## config.mk

```make
export PLATFORM = sky130hd
export DESIGN_NAME = dport_sim_ctrl
export DESIGN_NICKNAME = d
export VERILOG_FILES = /design/src/rtl/dport_sim_ctrl.sv
export SDC_FILE = /design/constraint.sdc
export NUM_CORES = 1
export LEC_CHECK = 0
export CORE_MARGIN = 1.5
export CORE_UTILIZATION = 52
export CTS_BUF_LIST = sky130_fd_sc_hd__clkbuf_4 sky130_fd_sc_hd__clkbuf_8
export CTS_CLUSTER_SIZE = 12
export DETAILED_ROUTE_END_ITERATION = 6
export PLACE_DENSITY = 0.85
export SETUP_SLACK_MARGIN = 0.2
export SLEW_MARGIN = 20
export SYNTH_ARGS = -nofsm -noshare
export SYNTH_HDL_FRONTEND = slang
export SYNTH_SLANG_ARGS = --single-unit
```

## constraint.sdc

```tcl
create_clock -name clk_i -period 7.4 [get_ports clk_i]
set_input_delay 1.85 -clock clk_i [delete_from_list [all_inputs] [get_ports clk_i]]
set_output_delay 1.85 -clock clk_i [all_outputs]
set_load 0.005 [all_outputs]
```

## src/rtl/dport_sim_ctrl.sv

```systemverilog
// dport_sim_ctrl: memory-mapped simulation control block (status, cycle counter, scratch, console TX FIFO); console FIFO enabled by DPORT_SIM_CTRL_CONSOLE_EN
module dport_sim_ctrl #(
  parameter logic [31:0] BASE_ADDR = 32'h9000_0000
) (
  input  logic        clk_i,
  input  logic        rst_i,
  input  logic [31:0] mem_d_addr_i,
  input  logic [31:0] mem_d_data_wr_i,
  input  logic        mem_d_rd_i,
  input  logic [3:0]  mem_d_wr_i,
  input  logic        mem_d_cacheable_i,
  input  logic        mem_d_invalidate_i,
  input  logic        mem_d_writeback_i,
  input  logic        mem_d_flush_i,
  input  logic [10:0] mem_d_req_tag_i,
  output logic [31:0] mem_d_data_rd_o,
  output logic        mem_d_accept_o,
  output logic        mem_d_ack_o,
  output logic        mem_d_error_o,
  output logic [10:0] mem_d_resp_tag_o,
  output logic        console_valid_o,
  output logic [7:0]  console_data_o,
  input  logic        console_ready_i,
  output logic        done_o,
  output logic        pass_o
);
  logic [31:0] cycle_q, cycle_nxt, scratch_q, data_q, rd_data, con_rd;
  logic [10:0] tag_q;
  logic        done_q, pass_q, ack_q, err_q;
  logic        is_wr, req, hint_only, bad, wr_ok, fire;
  logic [1:0]  off;
  assign is_wr     = |mem_d_wr_i;
  assign req       = mem_d_rd_i | is_wr | mem_d_cacheable_i | mem_d_invalidate_i | mem_d_writeback_i | mem_d_flush_i;
  assign hint_only = !mem_d_rd_i && !is_wr;
  assign bad       = (mem_d_addr_i[31:8] != BASE_ADDR[31:8]) || (mem_d_addr_i[1:0] != 2'd0) || (mem_d_addr_i[7:4] != 4'd0);
  assign off       = mem_d_addr_i[3:2];
  assign wr_ok     = is_wr && !bad;
  assign fire      = req && mem_d_accept_o;
  assign cycle_nxt = cycle_q + 32'd1;
`ifdef DPORT_SIM_CTRL_CONSOLE_EN
  logic [7:0] fifo_q [4];
  logic [1:0] wr_ptr_q, rd_ptr_q;
  logic [2:0] count_q;
  logic       con_wr, push, pop;
  assign con_wr          = wr_ok && off == 2'd3 && mem_d_wr_i[0];
  assign mem_d_accept_o  = !rst_i && !(con_wr && count_q[2]);
  assign push            = fire && con_wr;
  assign pop             = console_valid_o && console_ready_i;
  assign console_valid_o = count_q != 3'd0;
  assign console_data_o  = console_valid_o ? fifo_q[rd_ptr_q] : 8'd0;
  assign con_rd          = {29'd0, count_q};
  // FIFO pointers and occupancy; push and pop in one cycle leave the count unchanged
  always_ff @(posedge clk_i or posedge rst_i)
    if (rst_i) begin
      wr_ptr_q <= 2'd0;
      rd_ptr_q <= 2'd0;
      count_q  <= 3'd0;
    end else begin
      wr_ptr_q <= wr_ptr_q + {1'b0, push};
      rd_ptr_q <= rd_ptr_q + {1'b0, pop};
      count_q  <= count_q + {2'd0, push} - {2'd0, pop};
    end
  // FIFO storage needs no reset; output is masked while empty
  always_ff @(posedge clk_i)
    if (push) fifo_q[wr_ptr_q] <= mem_d_data_wr_i[7:0];
`else
  assign mem_d_accept_o  = !rst_i;
  assign console_valid_o = 1'b0;
  assign console_data_o  = 8'd0;
  assign con_rd          = 32'd0;
`endif
  // read mux; writes, hints and errored requests return zero
  always_comb
    rd_data = (hint_only || bad || is_wr) ? 32'd0 :
              off == 2'd0 ? {30'd0, pass_q, done_q} :
              off == 2'd1 ? cycle_q :
              off == 2'd2 ? scratch_q : con_rd;
  // registers and one-cycle response pipeline
  always_ff @(posedge clk_i or posedge rst_i)
    if (rst_i) begin
      cycle_q   <= 32'd0;
      scratch_q <= 32'd0;
      done_q    <= 1'b0;
      pass_q    <= 1'b0;
      ack_q     <= 1'b0;
      err_q     <= 1'b0;
      tag_q     <= 11'd0;
      data_q    <= 32'd0;
    end else begin
      cycle_q <= cycle_nxt;
      ack_q   <= fire;
      err_q   <= fire && !hint_only && bad;
      tag_q   <= fire ? mem_d_req_tag_i : 11'd0;
      data_q  <= fire ? rd_data : 32'd0;
      if (fire && wr_ok && off == 2'd2)
        for (int i = 0; i < 4; i++)
          if (mem_d_wr_i[i]) scratch_q[8*i +: 8] <= mem_d_data_wr_i[8*i +: 8];
      if (fire && wr_ok && off == 2'd0 && !done_q && mem_d_data_wr_i[0]) begin
        done_q <= 1'b1;
        pass_q <= mem_d_data_wr_i[1];
      end
    end
  assign mem_d_data_rd_o  = data_q;
  assign mem_d_ack_o      = ack_q;
  assign mem_d_error_o    = err_q;
  assign mem_d_resp_tag_o = tag_q;
  assign done_o           = done_q;
  assign pass_o           = pass_q;
endmodule

```

==> results.yml <==
drt:
  route.antenna.remaining_nets: 0
  drt_iter0_drc: 101
  remaining_drc_errors: 0
  drt_wl_total_mm: 10.05
  dr.pass1.iters: 4
  routed_via_density: 5.357
  route.vias.total: 3305
  post_drt_wl_per_cell_microns: 16.29
timing:
  unrepaired_setup_endpoints_after_global_routing: "no"
  slew_viol_final: 0
  fin_ws_ns: 2.095
  hold_viol: 0
  setup-violations-final: 0
  final.setup.tns_ns: 0
  clock_skew_ns: 0.01443
  timing.final.crit_period_ns: 5.305
  tightest_slew_ns: 1.045
  layout_worst_path_cycle_share_pct: 71.69
  achievable-frequency_mhz: 188.5
  max-slew-margin-rel_pct: 29.68
yosys:
  top_cell_types_by_occurrence_after_synthesis: "dfrtp_1 (111), nor2_1 (39), mux2_2 (33), a22oi_1 (30), xnor2_1 (22)"
  synth_top_flop_cell: "dfrtp_1"
  synth.cell_area_sq_um: 4656
  post_synth_and_or_nand_nor_area_fraction_pct: 16.90
  synth_async_sr_flop_share_pct: 100.0
  syn_avg_cell_area_sq_um: 12.55
  synth_top_family_by_area: "simple AND/OR/NAND/NOR gates"
  synth_largest_area_cell: "dfrtp_1"
  synth_adder_area_share_pct: 0.2687
  synth.top_cells.by_area: "dfrtp_1 (60%), mux2_2 (8.0%), a22oi_1 (4.8%), xnor2_1 (4.1%), nor2_1 (3.1%)"
  yosys_warnings: 0
  yosys-mux-area-fraction_pct: 8.412
  synth_top_area_share_pct: 59.66
  yosys.cell_count.top_type: "dfrtp_1"
  yosys.area_share.xor_xnor_pct: 5.644
  synthesized_area_fraction_occupied_by_ao_oa_aoi_and_oai_cells_pct: 5.160
  synthCells: 371
  postSynthRegisterBits: 111
  sequential_element_share_of_the_synthesized_area_pct: 59.66
  distinct_cells_synth: 33
  synth-edff-count: 0
floorplanning:
  starting_density_of_the_core_pct: 53.65
  floorplan.die.width_microns: 97.62
  design.core.area_sq_um: 8678
  chip_height_microns: 97.62
  top_level_ports: 144
  total_die_area_sq_um: 9530
  placementRows: 34
placed_design:
  place.port_buffers: 133
  dpl_worst_slack_ns: 2.059
  place_congestion: 0.7619
  placed_area_sq_um: 6025
  dp_hpwl_mm: 7.338
clock_network:
  htreeDepth: 3
  cts_hold_repair.buffers: 0
  cts_root_buffer: "clkbuf_8"
  cts.reportedPaths.clkPinSlew_ns: 0.11
  post_cts_resize_count: 0
  worstSkewPairLatency_ns: 0.36
  post-cts-setup-buffer-count: 0
  tritoncts: "done"
  number_of_clock_buffers_inserted_by_tritoncts: 9
  clock_tree.buffer_depth: 2
  cts_num_sinks: 111
worst_setup_path:
  worst_path_dominant_cell_family: "buffers and inverters"
  worst_path_max_fanout: 47
  crit_path_top_delay_cell: "clkdlybuf4s50_1"
  critical_path.n_buffers_inverters: 3
  cp_slowest_stage_delay_ns: 0.64
  cp_data_arrival_time_ns: 3.46
  timing.setup.critical_path_class: "in -> out"
  worstRegToRegCells: 4
  timing.rr.start: "cycle_q[2]"
  path_cells: "clkdlybuf4s50_1 -> inv_4 -> clkdlybuf4s50_1"
  r2r_slack_ns: 5.22
  regToRegEndpoint: "cycle_q[31]"
  critPathRequiredTime_ns: 5.55
  crit_top_cell: "clkdlybuf4s50_1"
  critical_path.startpoint_type: "input port"
  endpoint_kind: "output pin"
pwr:
  switching_share_pct: 23.37
  seq_power_share_pct: 58.6
  intPower_mw: 0.7984
  power_per_cell_area_nw_per_um2: 167.7
  vdd_ir_drop_max_v: 0.00009759
  netSwitchingPower_mw: 0.2435
  combinationalPowerShare_pct: 8.3
  p_leak_nw: 2.702
  total_power_mw: 1.042
  clock_power_share_pct: 33.1
grt:
  globalRoute.totalOverflow: 0
  first_global_vias: 3470
  grtUsageTotal_pct: 22.63
  wire_length_of_the_first_global_routing_pass_mm: 17.19
  grt_antenna_before_repair: 0
  grt_max_degree: 67
run:
  drv_cap: 0
hold_path:
  hold_class: "reg -> reg"
  holdCritStartpoint: "cycle_q[26]"
  hold_path_end: "cycle_q[26]"
  hold_depth: 1
layout:
  post_route_cell_area_sq_um: 6212
  nets: 592
  flow.area_growth_from_synthesis_pct: 33.43
  postLayoutCoreUtil_pct: 71.58
  final_layout_size_suffix_gt1_share_pct: 13.56
  ant_cells: 0
  fillers: 625
status:
  status: "finished clean"
[worst max-delay path by stage]
stage,start,to,slack (ns),cells past startpoint
after floorplan,rst_i,mem_d_accept_o,1.39,1
after global placement,rst_i,mem_d_accept_o,2.07,3
after detailed placement,rst_i,mem_d_accept_o,2.06,3
after CTS,rst_i,mem_d_accept_o,2.05,3
after global routing,rst_i,mem_d_accept_o,1.93,3
final,rst_i,mem_d_accept_o,2.09,3
[cell usage in the layout (no fill, tap or decap), types with 2 or more instances in the layout]
cell type	count
conb_1	9
mux2_2	33
and3_1	2
or2_2	2
clkdlybuf4s50_1	133
inv_6	2
nand3_1	15
nand4_1	9
nor2_1	39
nor2b_2	2
dfrtp_1	111
nor3_1	6
nor3_2	4
xnor2_1	22
nor4b_1	7
a22oi_1	30
xor2_1	8
buf_4	3
nor4_1	8
clkbuf_8	10
nand2_1	16
nor4_4	4
mux2i_1	2
and2_1	11
a21oi_1	3
inv_1	5
and4_1	2
[stage by stage]
stage	cells	hold slack, ns
finish	617	0.4999
CTS	617	0.5002
global route	617	0.5134
floorplan	379	0.4463
global placement	601	0.4644
detailed placement	601	0.4846
[sequential cells by signal, summed over array words and instances (netlist names)]
register	flops
mem_d_error_o	1
cycle_q	32
mem_d_ack_o	1
scratch_q	32
mem_d_data_rd_o	32
done_o	1
mem_d_resp_tag_o	11
pass_o	1
[area by class of cell]
class	instances	area, sq um	area share (%)
clock inverters	6	50.05	0.8056
multi-input cells	240	1733	27.90
flip-flops and latches	111	2778	44.71
clock buffers	10	137.6	2.216
repair buffers	136	1354	21.79
inverters	6	25.02	0.4028
well taps	108	135.1	2.175
[power by group through the flow]
stage	logic [mW]	clock network, mW	registers [mW]
after detailed placement	0.0871	0	0.623
after floorplan	0.0260	0	0.623
after CTS	0.0877	0.350	0.611
after global routing	0.0943	0.378	0.611
final	0.0865	0.345	0.611
after global placement	0.0856	0	0.622
[kinds of logic after synthesis]
kind of cell | Yosys count
AO/OA/AOI/OAI | 33
AND/OR/NAND/NOR | 132
buffers and inverters | 28
flip-flops | 111
adder cells (fa/ha/maj) | 1
other | 1
multiplexers | 35
XOR/XNOR | 30
[layer usage]
layer | routed length, microns | GRT usage (%) | share of wire [%]
met4 | 252 | 9.560 | 2.5
met1 | 4202 | 30.16 | 42
met5 | 0 | 0 | 0
met2 | 5223 | 37.50 | 52
met3 | 370 | 2.950 | 3.7
Note: power is estimated with default switching activity, not from simulation.
